## config.mk

```make
export PLATFORM = sky130hd
export DESIGN_NAME = if_id_stage
export DESIGN_NICKNAME = d
export VERILOG_FILES = /design/src/rtl/pipeline_pkg.sv /design/src/rtl/load_use_detector.sv /design/src/rtl/if_id_stage.sv
export SDC_FILE = /design/constraint.sdc
export NUM_CORES = 1
export LEC_CHECK = 0
export ABC_AREA = 1
export BUFFER_PORTS_ARGS = -buffer_cell sky130_fd_sc_hd__buf_2
export CORE_MARGIN = 5
export CORE_UTILIZATION = 42
export CTS_CLUSTER_SIZE = 14
export DETAILED_ROUTE_END_ITERATION = 10
export PLACE_DENSITY = 0.81
export SLEW_MARGIN = 20
export SYNTH_ARGS = -nofsm -noshare
export SYNTH_HDL_FRONTEND = slang
export SYNTH_SLANG_ARGS = --single-unit
```

## constraint.sdc

```tcl
create_clock -name clk -period 1.68 [get_ports clk]
set_input_delay 0.252 -clock clk [delete_from_list [all_inputs] [get_ports clk]]
set_output_delay 0.252 -clock clk [all_outputs]
set_load 0.005 [all_outputs]
```

## src/rtl/pipeline_pkg.sv

```systemverilog
// Shared pipeline constants: instruction encodings, opcodes and datapath width
// used by the IF/ID stage and the downstream decode/execute stages.
package pipeline_pkg;

  typedef logic [6:0] opcode_t;
  typedef logic [4:0] reg_addr_t;

  localparam int          XLEN_DEFAULT = 32;
  localparam logic [31:0] NOP_INSTR    = 32'h0000_0013;
  localparam opcode_t     HALT_OPCODE  = 7'h7F;

  localparam opcode_t OP_LUI    = 7'h37;
  localparam opcode_t OP_AUIPC  = 7'h17;
  localparam opcode_t OP_JAL    = 7'h6F;
  localparam opcode_t OP_JALR   = 7'h67;
  localparam opcode_t OP_RTYPE  = 7'h33;
  localparam opcode_t OP_ITYPE  = 7'h13;
  localparam opcode_t OP_LOAD   = 7'h03;
  localparam opcode_t OP_STORE  = 7'h23;
  localparam opcode_t OP_BRANCH = 7'h63;

endpackage

```

## src/rtl/load_use_detector.sv

```systemverilog
// Load-use hazard check: decodes which source registers an instruction reads
// and compares them against the destination of a load sitting in ID/EX.
module load_use_detector
  import pipeline_pkg::*;
(
  input  logic       instr_valid,
  input  logic [6:0] opcode,
  input  logic [4:0] rs1,
  input  logic [4:0] rs2,
  input  logic       ex_mem_read,
  input  logic [4:0] ex_rd,
  output logic       hazard
);

  opcode_t op;
  logic    uses_rs1;
  logic    uses_rs2;
  logic    rs1_hit;
  logic    rs2_hit;

  assign op = opcode;

  // x0 is never a real dependency, so a load targeting it cannot stall.
  always_comb begin
    uses_rs1 = !(op inside {OP_LUI, OP_AUIPC, OP_JAL});
    uses_rs2 = op inside {OP_RTYPE, OP_STORE, OP_BRANCH};
    rs1_hit  = uses_rs1 && (rs1 == ex_rd);
    rs2_hit  = uses_rs2 && (rs2 == ex_rd);
    hazard   = instr_valid && ex_mem_read && (ex_rd != 5'd0) && (rs1_hit || rs2_hit);
  end

endmodule

```

## src/rtl/if_id_stage.sv

```systemverilog
// IF/ID pipeline register: captures fetch results, squashes wrong-path fetches
// after a jump, holds on load-use hazards and freezes on HALT.
module if_id_stage #(
  parameter int              XLEN         = pipeline_pkg::XLEN_DEFAULT,
  parameter logic [XLEN-1:0] NOP_INSTR    = XLEN'(pipeline_pkg::NOP_INSTR),
  parameter logic [6:0]      HALT_OPCODE  = pipeline_pkg::HALT_OPCODE,
  parameter int              FLUSH_CYCLES = 1
) (
  input  logic            clk,
  input  logic            rst_n,
  input  logic [XLEN-1:0] if_instr,
  input  logic [XLEN-1:0] if_pc,
  input  logic [XLEN-1:0] if_next_pc,
  input  logic            jump_taken,
  input  logic            ex_mem_read,
  input  logic [4:0]      ex_rd,
  output logic [XLEN-1:0] id_instr,
  output logic [XLEN-1:0] id_pc,
  output logic [XLEN-1:0] id_next_pc,
  output logic            id_valid,
  output logic [6:0]      id_opcode,
  output logic [4:0]      id_rd,
  output logic [4:0]      id_rs1,
  output logic [4:0]      id_rs2,
  output logic            hazard_stall,
  output logic            halt
);

  logic [XLEN-1:0] instr_q, instr_d;
  logic [XLEN-1:0] pc_q, pc_d;
  logic [XLEN-1:0] next_pc_q, next_pc_d;
  logic            valid_q, valid_d;
  logic            halt_q, halt_d;
  logic [1:0]      squash_q, squash_d;

  logic            load_use;
  logic            flush;
  logic            halt_hit;

  load_use_detector u_load_use (
    .instr_valid (valid_q),
    .opcode      (instr_q[6:0]),
    .rs1         (instr_q[19:15]),
    .rs2         (instr_q[24:20]),
    .ex_mem_read (ex_mem_read),
    .ex_rd       (ex_rd),
    .hazard      (load_use)
  );

  assign flush        = jump_taken || (squash_q != 2'd0);
  assign halt_hit     = valid_q && (instr_q[6:0] == HALT_OPCODE);
  assign hazard_stall = load_use && !jump_taken && !halt_q;

  // The detecting edge already holds id_*, so the HALT stays visible in decode.
  always_comb begin
    instr_d   = instr_q;
    pc_d      = pc_q;
    next_pc_d = next_pc_q;
    valid_d   = valid_q;
    halt_d    = halt_q;
    squash_d  = squash_q;
    if (halt_q) begin
      halt_d = 1'b1;
    end else if (flush) begin
      instr_d   = NOP_INSTR;
      valid_d   = 1'b0;
      pc_d      = if_pc;
      next_pc_d = if_next_pc;
      squash_d  = jump_taken ? 2'(FLUSH_CYCLES - 1) : squash_q - 2'd1;
    end else if (halt_hit) begin
      halt_d = 1'b1;
    end else if (!hazard_stall) begin
      instr_d   = if_instr;
      pc_d      = if_pc;
      next_pc_d = if_next_pc;
      valid_d   = 1'b1;
    end
  end

  always_ff @(posedge clk) begin
    if (!rst_n) begin
      instr_q   <= NOP_INSTR;
      pc_q      <= '0;
      next_pc_q <= '0;
      valid_q   <= 1'b0;
      halt_q    <= 1'b0;
      squash_q  <= 2'd0;
    end else begin
      instr_q   <= instr_d;
      pc_q      <= pc_d;
      next_pc_q <= next_pc_d;
      valid_q   <= valid_d;
      halt_q    <= halt_d;
      squash_q  <= squash_d;
    end
  end

  assign id_instr   = instr_q;
  assign id_pc      = pc_q;
  assign id_next_pc = next_pc_q;
  assign id_valid   = valid_q;
  assign id_opcode  = instr_q[6:0];
  assign id_rd      = instr_q[11:7];
  assign id_rs1     = instr_q[19:15];
  assign id_rs2     = instr_q[24:20];
  assign halt       = halt_q;

endmodule

```

* Word-level counts from Yosys, hierarchy flattened *
Index checks and enable logic that the tools add are counted.

word-level totals
  bits in registers = 100
  bits in latches = 0
  memory bits (writable) = 0
  bits in read-only memories = 0
  input bits = 105
  output and inout bits = 121
  logic and storage cells = 54
  memories kept = 0

operators by class
  add/sub/neg operators = 1
  $mul = 0
  divide/modulo/power cells = 0
  $lt $le $gt $ge = 0
  equality and inequality tests = 11
  shift-type cells = 0
  multiplexer cells = 16
  bitwise gates (word level) = 1
  reductions and logical operators = 19

operators with widths
  operator                                                                 number
  32-bit two-way mux                                                       9
  7-bit by 6-bit == test with 1-bit output, second input constant          3
  7-bit == test, second input constant                                     3
  5-bit == test                                                            2
  1-bit logical AND                                                        8
  7-bit by 5-bit == test with 1-bit output, second input constant          1
  1-bit two-way mux                                                        6
  3-bit nonzero test                                                       2
  5-bit nonzero test                                                       1
  1-bit zero test                                                          3
  3-bit AND reduction                                                      1
  1-bit logical OR                                                         2
  2-bit two-way mux                                                        1
  2-bit by 1-bit inequality test with 1-bit output, second input constant  1
  2-bit inequality test, second input constant                             1
  2-bit AND reduction                                                      1
  2-bit nonzero test                                                       1
  2-bit by 1-bit subtractor with 2-bit output, second input constant       1
  1-bit NOT                                                                1

* Depth between registers and ports, before layout *
Gate-level depths: netlist of run 1.

  word-level depth = 11
  gate-level depth with buffers = 13
  mapped depth without buffers = 12

* Modules after synthesis *
Synthesis of run 1 repeated with hierarchy kept, for this count alone.

unflattened totals
  cell total of the unflattened synthesis = 605
  area, all modules = 4371.7 sq um

by module, submodules not included
  module             times used  cells an instance  area an instance (sq um)
  if_id_stage        1           543                4108.9
  load_use_detector  1           62                 262.8

* Worst setup path before layout of run 1 *
Ideal clock, no wire load.

  path type = flip-flop to flip-flop
  from = register squash_q[0]
  to = register instr_q[4], in the netlist id_instr[4]
  arrival time = 1.521 ns
  required time = 1.546 ns
  path slack = 0.025 ns
  cell stages (with the launch flop) = 10
  buffers on the path = 1
  path through = dfxtp_1 inv_1 ha_1 inv_1 nor2_2 inv_1 clkbuf_1 or2_2 nand3_1 nand3_1

on the way
  word-level cells in the longest chain between the ends = 4
  elaborated cells between the ends (all ways) = 6

ends and longest elaborated chain
  item                                                                                                        RTL line           text
  from (decl)                                                                                                 if_id_stage.sv:34  logic [1:0] squash_q, squash_d;
  from (signal assigned)                                                                                      if_id_stage.sv:94  squash_q <= squash_d;
  2-bit nonzero test (*)                                                                                      if_id_stage.sv:50  assign flush = jump_taken || (squash_q != 2'd0);
  1-bit logical OR (*)                                                                                        if_id_stage.sv:50
  2-bit inequality test (no line) / 2-bit by 1-bit inequality test with 1-bit output (equally long branches)  --
  3-bit AND reduction (no line)                                                                               --
  to (signal assigned)                                                                                        if_id_stage.sv:89  instr_q <= instr_d;
  to (decl)                                                                                                   if_id_stage.sv:29  logic [XLEN-1:0] instr_q, instr_d;

Every way passes the cells marked *; elsewhere a longest branch is shown, timed or not.
A chain may end at the register's enable or synchronous reset.

* Worst setup path in the final report of run 1 *
  from = register instr_q[2], in the netlist id_instr[2]
  to = register pc_q[13], in the netlist id_pc[13]

on the way
  word-level cells in the longest chain between the ends = 10
  elaborated cells between the ends (all ways) = 20

ends and longest elaborated chain
  item                                                              RTL line                 text
  7-bit by 6-bit == test with 1-bit output (tied with other cells)  load_use_detector.sv:25  uses_rs1 = !(op inside {OP_LUI, OP_AUIPC, OP_JAL});
  3-bit nonzero test                                                load_use_detector.sv:25
  1-bit zero test                                                   load_use_detector.sv:25
  1-bit logical AND                                                 load_use_detector.sv:27  rs1_hit = uses_rs1 && (rs1 == ex_rd);
  1-bit logical OR                                                  load_use_detector.sv:29  hazard = instr_valid && ex_mem_read && (ex_rd != 5'd0) && (rs1_hit || rs2_hit);
  1-bit logical AND                                                 load_use_detector.sv:29
  1-bit logical AND (2 in series)                                   if_id_stage.sv:52        assign hazard_stall = load_use && !jump_taken && !halt_q;
  2-bit by 1-bit inequality test with 1-bit output (no line)        --
  3-bit AND reduction (no line) (*)                                 --
  to (signal assigned)                                              if_id_stage.sv:90        pc_q <= pc_d;
  to (decl)                                                         if_id_stage.sv:30        logic [XLEN-1:0] pc_q, pc_d;

Marked as above.

==> impl_metrics.yaml, run 1 <==
status:
  status: "finished with violations"
  violations: "setup timing"
yosys:
  syn_area_per_cell_um2: 7.141
  yosysTopAreaCell: "dfxtp_1"
  syn_area_mm2: 0.004735
  synth_nets: 769
  yosysUniqueCellTypes: 26
  ys_warn_count: 0
  synth_top_area_share_pct: 42.28
  netlist_instances: 663
  synthTopCellsByArea: "dfxtp_1 42%, nor2_1 13%, nand3b_1 10%, nand2_1 9.8%, buf_4 4.3%"
  ys_seq_area_share_pct: 42.28
  ys_ff_latch: 100
worst_setup_path:
  crit_path_end_kind: "register"
  critPathLaunch: "id_instr[2]"
  crit_type: "register to register"
  rr_startpoint: "id_instr[2]"
  crit_required_ns: 1.91
  crit_path_max_fanout: 32
  worstSetupStartpointType: "register"
  critPathArrivalTime_ns: 1.97
route:
  wl_per_cell_um: 15.28
  vias_per_cell: 4.815
  routed_wl_um: 15700
  drt_iter0_markers: 445
  ant_nets: 0
  num_vias: 4950
  drcViolationCount: 0
  first_pass_iters: 4
cts:
  insertion_delay_ns: 0.34
  path_clk_slew_ns: 0.08
  numClockSinks: 100
  cts_root_buf: "clkbuf_16"
  cts_max_path_buffers: 2
  cts_tree: "done"
  cts_made_buffers: 9
  cts_max_level: 3
power_and_ir_drop:
  power_frac_comb_pct: 14.6
  power.internal_mw: 3.932
  seq_power_share_pct: 48.3
  p_leak_nw: 3.857
  power_switching_mw: 1.452
  power.total_mw: 5.384
  pwr_density_cell_mw_per_mm2: 766.3
  p_clk_share_pct: 37.1
  netSwitchingFraction_pct: 26.97
  irDropWorstVdd_mv: 0.6266
place:
  place_ws_ns: -0.1010
  place_area_mm2: 0.005869
  dp.final_hpwl_um: 9550
  io_buffer_count: 225
  gp_congestion: 0.8128
layout:
  seqCellArea_mm2: 0.002026
  multi_input_area_mm2: 0.002501
  final_cell_mix: "225 x buf_2, 135 x nor2_1, 94 x nand2_1"
  area_delta_synth_final_pct: 48.39
  drive_above_1_share_pct: 46.28
  nNetsFinal: 989
  num_antenna_cells: 0
  fill_cells: 983
  fin_area_mm2: 0.007025
  layout_commonest_cell: "buf_2"
sta:
  finalSetupTns_ns: -1.738
  hold_viol: 0
  relSlewSlack_pct: 65.72
  fin_skew_ns: 0.01042
  setup_violations: 76
  worst_pin_slew_ns: 0.5142
  fin_crit_ns: 1.741
  max_freq_mhz: 574.5
  maxSlewViolCount: 0
  fin_ws_ns: -0.06070
  period_share_pct: 103.6
  rsz0062_at_grt: "true"
global_routing:
  grt_pass1_wl_um: 21020
  antenna_found_initial: 1
  grt_start_max_net_pins: 68
  grt_use_total_pct: 19.43
  grt_pass1_vias: 4252
  grt_overflow_total: 0
floorplanning:
  fp.dieW_um: 116.2
  rows: 38
  initial_core_util_pct: 43.30
  core_area_mm2: 0.01094
  io_pins: 226
  fp.dieH_um: 116.2
  dieArea_mm2: 0.01350
hold_path:
  hold_class: "primary input to register"
  hp-start: "if_next_pc[26]"
flow_run:
  maxCapViolCount: 0
per-stage QoR:
step           util, %  hold slack (ns)  std cells
2_1_floorplan        -           0.4291        663
3_3_place_gp     53.67           0.4448        988
3_5_place_dp     53.67           0.4489        988
4_1_cts          57.40           0.2046       1008
5_1_grt          64.24           0.2125       1028
6_report         64.24           0.2109       1028
synth_stat cells, drive strengths merged:
library cell,count
a211oi,1
a21oi,35
buf,44
clkbuf,21
dfxtp,100
ha,1
inv,48
nand2,124
nand3,41
nand3b,65
nand4,2
nor2,171
nor3,1
nor3b,1
o21ai,1
or2,3
xnor2,3
xor2,1
metal layers:
layer,part of all wire (%),track usage (%)
met2,51,32.72
met4,1.7,7.270
met1,41,24.78
met5,0.070,0
met3,7.0,3.731
cell families after synthesis:
logic type                 synth area share, %
and+or+nand+nor                          39.53
buffers and inverters                    12.98
DFF                                      42.28
AOI/OAI and AO/OA                        4.202
xor gates and xnor gates                0.7401
adders and majority gates               0.2642
flip-flops by register name, indices dropped and copies added (netlist names):
register and count:
halt 1, id_instr 32, id_next_pc 32, id_pc 32, id_valid 1, squash_q 2
power groups by stage:
stage	sequential (mW)	clock, mW	combinational, mW
2_1_floorplan	2.64	0	0.374
3_3_place_gp	2.63	0	0.717
3_5_place_dp	2.63	0	0.732
4_1_cts	2.58	2.03	0.739
5_1_grt	2.62	2.15	0.874
6_report	2.60	2.00	0.787
final timing paths:
kind / end / cells past startpoint / slack [ns]
worst max-delay path: id_pc[13] / 11 / -0.06
worst min-delay path: id_next_pc[26] / 4 / 0.21
worst max register to register: id_pc[13] / 11 / -0.06
worst min register to register: id_instr[31] / 2 / 0.47
worst max-delay path, cell delays in order (launching register included):
cell and delay, ns:
dfxtp_4 0.37, nor2_1 0.11, nand2_1 0.06, nor2_1 0.09, nand4_1 0.17, nand2_2 0.14
nand3_4 0.14, nand2_8 0.16, buf_12 0.15, inv_12 0.08, nor2_1 0.11, nor2_1 0.06
repair_timing:
action / CTS / global route
hold buffers: 0 / 0
setup endpoints to repair: 74 / 98
buffers inserted: 2 / 10
resized for setup: 16 / 140
pin swaps: 6 / 29
cloned: 2 / 10
hold endpoints to repair: 0 / 0
area by class of cell:
class                           count  share of cell area (%)
Multi-Input combinational cell    450                   35.60
Sequential cell                   100                   28.83
Timing Repair Buffer              271                   25.40
Clock buffer                       10                   3.259
Inverter                           48                   2.939
Tap cell                          140                   2.493
Clock inverter                      6                  0.7836
Timing Repair inverter              3                  0.6946
Power figures use the tool's default switching activity.
==> run 2, diff against run 1 <==
- BUFFER_PORTS_ARGS: -buffer_cell sky130_fd_sc_hd__buf_2 -> -buffer_cell sky130_fd_sc_hd__clkbuf_2
==> run 2 against run 1 <==
Fmax down 0.64%. Sequential power about the same. Die area unchanged. Critical path type unchanged. The run still ends with setup timing left.
==> impl_metrics.yaml, run 2 (same netlist as run 1, synthesis figures left out) <==
status:
  status: "finished with violations"
  violations: "setup timing"
layout:
  fin_util_pct: 63.56
  fin_cells: 1033
  num_antenna_cells: 0
  final_cell_mix: "225 x clkbuf_2, 128 x nor2_1, 121 x nand2_1"
  area_delta_synth_final_pct: 46.80
  fill_cells: 955
  layout_commonest_cell: "clkbuf_2"
  multi_input_area_mm2: 0.002392
  fin_area_mm2: 0.006950
  seqCellArea_mm2: 0.002023
  drive_above_1_share_pct: 41.88
  nNetsFinal: 994
worst_setup_path:
  crit_path_end_kind: "register"
  crit_path_max_fanout: 17
  worst-r2r-setup-slack_ns: -0.07
  cp_cell_sequence: "inv_2 > nand2_1 > nand2_1 > nand3_1 > nor2_1 > nand2_1 > nand2_2 > nand3_4 > buf_12 > buf_16 > nand3b_1 > nand2_1 > nor2_1"
  critPathArrivalTime_ns: 2.00
  ff2ff_path_depth: 13
  cp_common_cell: "nand2_1"
  worstSetupStartpointType: "register"
  rr_startpoint: "id_instr[18]"
  crit_type: "register to register"
  crit_path_top_delay_cell: "dfxtp_4"
  crit_required_ns: 1.93
  slowest_delay_ns: 0.36
  rr_endpoint: "id_pc[3]"
power_and_ir_drop:
  irDropWorstVdd_mv: 0.5177
  pwr_density_cell_mw_per_mm2: 772.2
  p_leak_nw: 3.696
  power_frac_comb_pct: 14.6
  power.total_mw: 5.367
  power_switching_mw: 1.423
  p_clk_share_pct: 36.9
  netSwitchingFraction_pct: 26.51
  seq_power_share_pct: 48.5
  power.internal_mw: 3.944
floorplanning:
  fp.dieH_um: 116.2
  io_pins: 226
  initial_core_util_pct: 43.30
  rows: 38
  core_area_mm2: 0.01094
  fp.dieW_um: 116.2
  dieArea_mm2: 0.01350
global_routing:
  grt_pass1_wl_um: 20910
  grt_overflow_total: 0
  grt_use_total_pct: 19.01
  antenna_found_initial: 0
  grt_start_max_net_pins: 68
  grt_pass1_vias: 4414
place:
  dp_cells: 999
  gp_congestion: 0.8159
  place_ws_ns: -0.04820
  dp.final_hpwl_um: 9904
  place_area_mm2: 0.006002
  io_buffer_count: 225
hold_path:
  min_path_cells: 4
  hold_end: "id_next_pc[22]"
  hold_class: "primary input to register"
  hp-start: "if_next_pc[22]"
cts:
  numClockSinks: 100
  cts_root_buf: "clkbuf_16"
  cts_max_level: 3
  cts_tree: "done"
  cts_max_path_buffers: 2
  insertion_delay_ns: 0.33
  path_clk_slew_ns: 0.07
  cts_made_buffers: 9
sta:
  relSlewSlack_pct: 53.41
  max_freq_mhz: 570.8
  rsz0062_at_grt: "true"
  hold-worst-slack_ns: 0.2182
  setup_violations: 38
  fin_ws_ns: -0.07190
  period_share_pct: 104.3
  finalSetupTns_ns: -1.092
  fin_crit_ns: 1.752
  worst_pin_slew_ns: 0.6988
  fin_skew_ns: 0.01015
  maxSlewViolCount: 0
  hold_viol: 0
route:
  drcViolationCount: 0
  drt_iter0_markers: 358
  wl_per_cell_um: 14.76
  num_vias: 5009
  vias_per_cell: 4.849
  first_pass_iters: 5
  ant_nets: 0
  routed_wl_um: 15250
flow_run:
  maxCapViolCount: 0
-- run 2: cell count changes in the layout (fill, tap and decap cells not counted), moves of 5 or more --
cell and change:
a21oi_2 -17, clkbuf_2 +225, dfxtp_2 -5, a21oi_1 +17, nor2_1 -7, nand2_1 +27
buf_6 -6, nor2_2 -7, nand2_4 -12, buf_4 +9, nor2_4 +14, buf_2 -225
nand2_2 -15
-- run 2: timing repair --
action,in CTS,in global routing
hold buffers,0,0
setup endpoints to repair,94,98
gates cloned,0,13
pin swaps,0,20
setup buffers,0,5
hold endpoints to repair,0,0
gates resized for setup,3,96
-- run 2: power by group through the flow --
stage	clock [mW]	sequential [mW]	combinational [mW]
finish	1.98	2.60	0.785
global route	2.14	2.62	0.875
CTS	2.03	2.58	0.763
detailed placement	0	2.63	0.756
global placement	0	2.63	0.742
floorplan	0	2.64	0.374
-- run 2: per-layer routing --
metal / routed length (um) / global-route usage, % / part of all wire, % / vias up
li1: - / - / - / 2509
met1: 5997 / 22.75 / 39 / 2292
met3: 1088 / 4.560 / 7.1 / 27
met4: 270 / 4.795 / 1.8 / 0
met2: 7892 / 34.25 / 52 / 181
met5: 0 / 0 / 0 / -
-- run 2: layout make-up --
type,instances,share of cell area [%]
clock buffer,10,3.294
clock inverter,6,0.7921
inverter,48,2.772
multi-input combinational,450,34.42
sequential,100,29.11
tap,140,2.520
timing repair buffer,278,26.97
timing repair inverter,1,0.1260
-- run 2: worst max path at each step --
stage            startpoint              to  slack [ns]  depth (start not counted)
5_1_grt         id_instr[2]       id_pc[11]       -0.20                         12
6_report       id_instr[18]        id_pc[3]       -0.07                         13
2_1_floorplan   squash_q[0]     id_instr[4]        0.03                          9
4_1_cts         id_instr[0]    hazard_stall       -0.01                          8
3_3_place_gp    id_instr[3]  id_next_pc[23]       -0.01                         11
3_5_place_dp    id_instr[3]  id_next_pc[26]       -0.05                         11
-- run 2: worst max-delay path: cells and delay by family (launching register included) --
kind	cells	cell delay, ns
flip-flops	1	0.36
buffers and inverters	3	0.37
AND/OR/NAND/NOR	10	0.94
==> run 3, diff against run 2 <==
==> constraint.sdc (replaced) <==
create_clock -name clk -period 1.68 [get_ports clk]
set_input_delay 0.336 -clock clk [delete_from_list [all_inputs] [get_ports clk]]
set_output_delay 0.336 -clock clk [all_outputs]
set_load 0.005 [all_outputs]
==> run 3 against run 2 <==
The run still ends with setup timing left. Register-to-register slack is essentially flat. Fmax is 2.5% lower. Combinational power rose by 2.9%. Sequential share of layout area increased by 0.49 points. Sequential power hardly changed.
==> impl_metrics.yaml, run 3 (same netlist as run 1, synthesis figures left out) <==
worst_setup_path:
  crit_path_top_delay_cell: "dfxtp_2"
  crit_path_max_fanout: 2
  crit_family: "flip-flops"
  cp_cell_sequence: "xnor2_2 > nand3_1 > nor2_1 > nand2_1 > a21oi_2 > buf_2"
  crit_buf_inv: 1
  critPathArrivalTime_ns: 1.46
  crit_path_end_kind: "output port"
  worstSetupStartpointType: "register"
  crit_required_ns: 1.34
  crit_type: "register to output port"
  slowest_delay_ns: 0.34
sta:
  period_share_pct: 107.0
  fin_skew_ns: 0.01196
  fin_crit_ns: 1.797
  max_freq_mhz: 556.3
  worst_pin_slew_ns: 0.2775
  maxSlewViolCount: 0
  finalSetupTns_ns: -2.189
  setup_violations: 68
  hold_viol: 0
  relSlewSlack_pct: 81.50
  hold-worst-slack_ns: 0.2743
  fin_ws_ns: -0.1175
  rsz0062_at_grt: "true"
place:
  io_buffer_count: 225
  dp_cells: 996
  gp_congestion: 0.9221
  place_area_mm2: 0.005967
  dp.final_hpwl_um: 9894
layout:
  multi_input_area_mm2: 0.002342
  layout_commonest_cell: "clkbuf_2"
  nNetsFinal: 991
  drive_above_1_share_pct: 41.39
  num_antenna_cells: 0
  fin_util_pct: 62.62
  fin_area_mm2: 0.006848
  fin_cells: 1029
  final_cell_mix: "224 x clkbuf_2, 161 x nor2_1, 120 x nand2_1"
  seqCellArea_mm2: 0.002027
  fill_cells: 972
  area_delta_synth_final_pct: 44.64
cts:
  insertion_delay_ns: 0.34
  path_clk_slew_ns: 0.07
  cts_max_path_buffers: 2
  cts_root_buf: "clkbuf_16"
  cts_made_buffers: 9
  cts_tree: "done"
  cts_max_level: 3
  numClockSinks: 100
  postCtsHoldBufs: 0
floorplanning:
  dieArea_mm2: 0.01350
  fp.dieW_um: 116.2
  fp.dieH_um: 116.2
  core_area_mm2: 0.01094
  rows: 38
  initial_core_util_pct: 43.30
  io_pins: 226
global_routing:
  grt_pass1_vias: 4419
  grt_overflow_total: 0
  grt_pass1_wl_um: 20870
  grt_use_total_pct: 19.08
  grt_start_max_net_pins: 65
  antenna_found_initial: 0
route:
  ant_nets: 0
  routed_wl_um: 15340
  num_vias: 4912
  wl_per_cell_um: 14.90
  vias_per_cell: 4.774
  first_pass_iters: 5
  drcViolationCount: 0
  drt_iter0_markers: 323
status:
  status: "finished with violations"
  violations: "setup timing"
power_and_ir_drop:
  irDropWorstVdd_mv: 0.6172
  pwr_density_cell_mw_per_mm2: 807.3
  p_leak_nw: 3.712
hold_path:
  hold_class: "primary input to register"
flow_run:
  maxCapViolCount: 0
## run 3: cell count changes in the layout (fill, tap and decap cells not counted), moves of 3 or more
| cell | previous run | this run |
|---|---|---|
| nand3_2 | 4 | 18 |
| buf_6 | 2 | 8 |
| nand3_1 | 36 | 19 |
| dfxtp_1 | 89 | 84 |
| a21oi_2 | 6 | 12 |
| buf_4 | 28 | 24 |
| nor2_2 | 22 | 9 |
| a21oi_1 | 28 | 22 |
| nor2_1 | 128 | 161 |
| nand3_4 | 1 | 4 |
| dfxtp_2 | 8 | 14 |
| nor2_4 | 21 | 1 |
| inv_6 | 4 | 1 |
## run 3: final timing paths
kind / from / to / slack, ns / cells past startpoint
max: id_instr[17] / hazard_stall / -0.12 / 6
min: rst_n / id_instr[0] / 0.27 / 2
max reg2reg: id_instr[1] / id_next_pc[25] / -0.07 / 12
min reg2reg: id_instr[31] / id_instr[31] / 0.47 / 2
## run 3: final cells by class
type                    instances  area share, %
flip-flops and latches        100          29.60
clock inverters                 6          1.224
multi-input cells             450          34.20
clock buffers                   9          3.289
inverters                      48          2.741
repair buffers                276          26.38
well taps                     140          2.558
## run 3: repair_timing
action                                  in CTS  in global routing
endpoints found under the setup margin      84                 98
pin swaps                                    6                 21
gates resized for setup                     23                 61
setup buffers                                3                  5
gates cloned                                 0                 11
## run 3: power by group
group / internal, mW / switching, mW / total [mW]
sequential: 2.50 / 0.0858 / 2.59
combinational: 0.411 / 0.397 / 0.808
clock: 1.18 / 0.950 / 2.13
## run 3: routing by layer
layer | routed length [um] | global-route usage, %
met2 | 7782 | 32.30
met1 | 6058 | 23.55
met4 | 404 | 7.734
met3 | 1090 | 4.301
met5 | 0 | 0
## run 3: metrics by stage
stage          setup WS, ns  total power [mW]
4_1_cts            -0.01191             5.514
3_3_place_gp       -0.01352             3.368
3_5_place_dp       -0.06253             3.383
2_1_floorplan       0.02525             3.017
6_report            -0.1175             5.528
5_1_grt             -0.1673             5.782
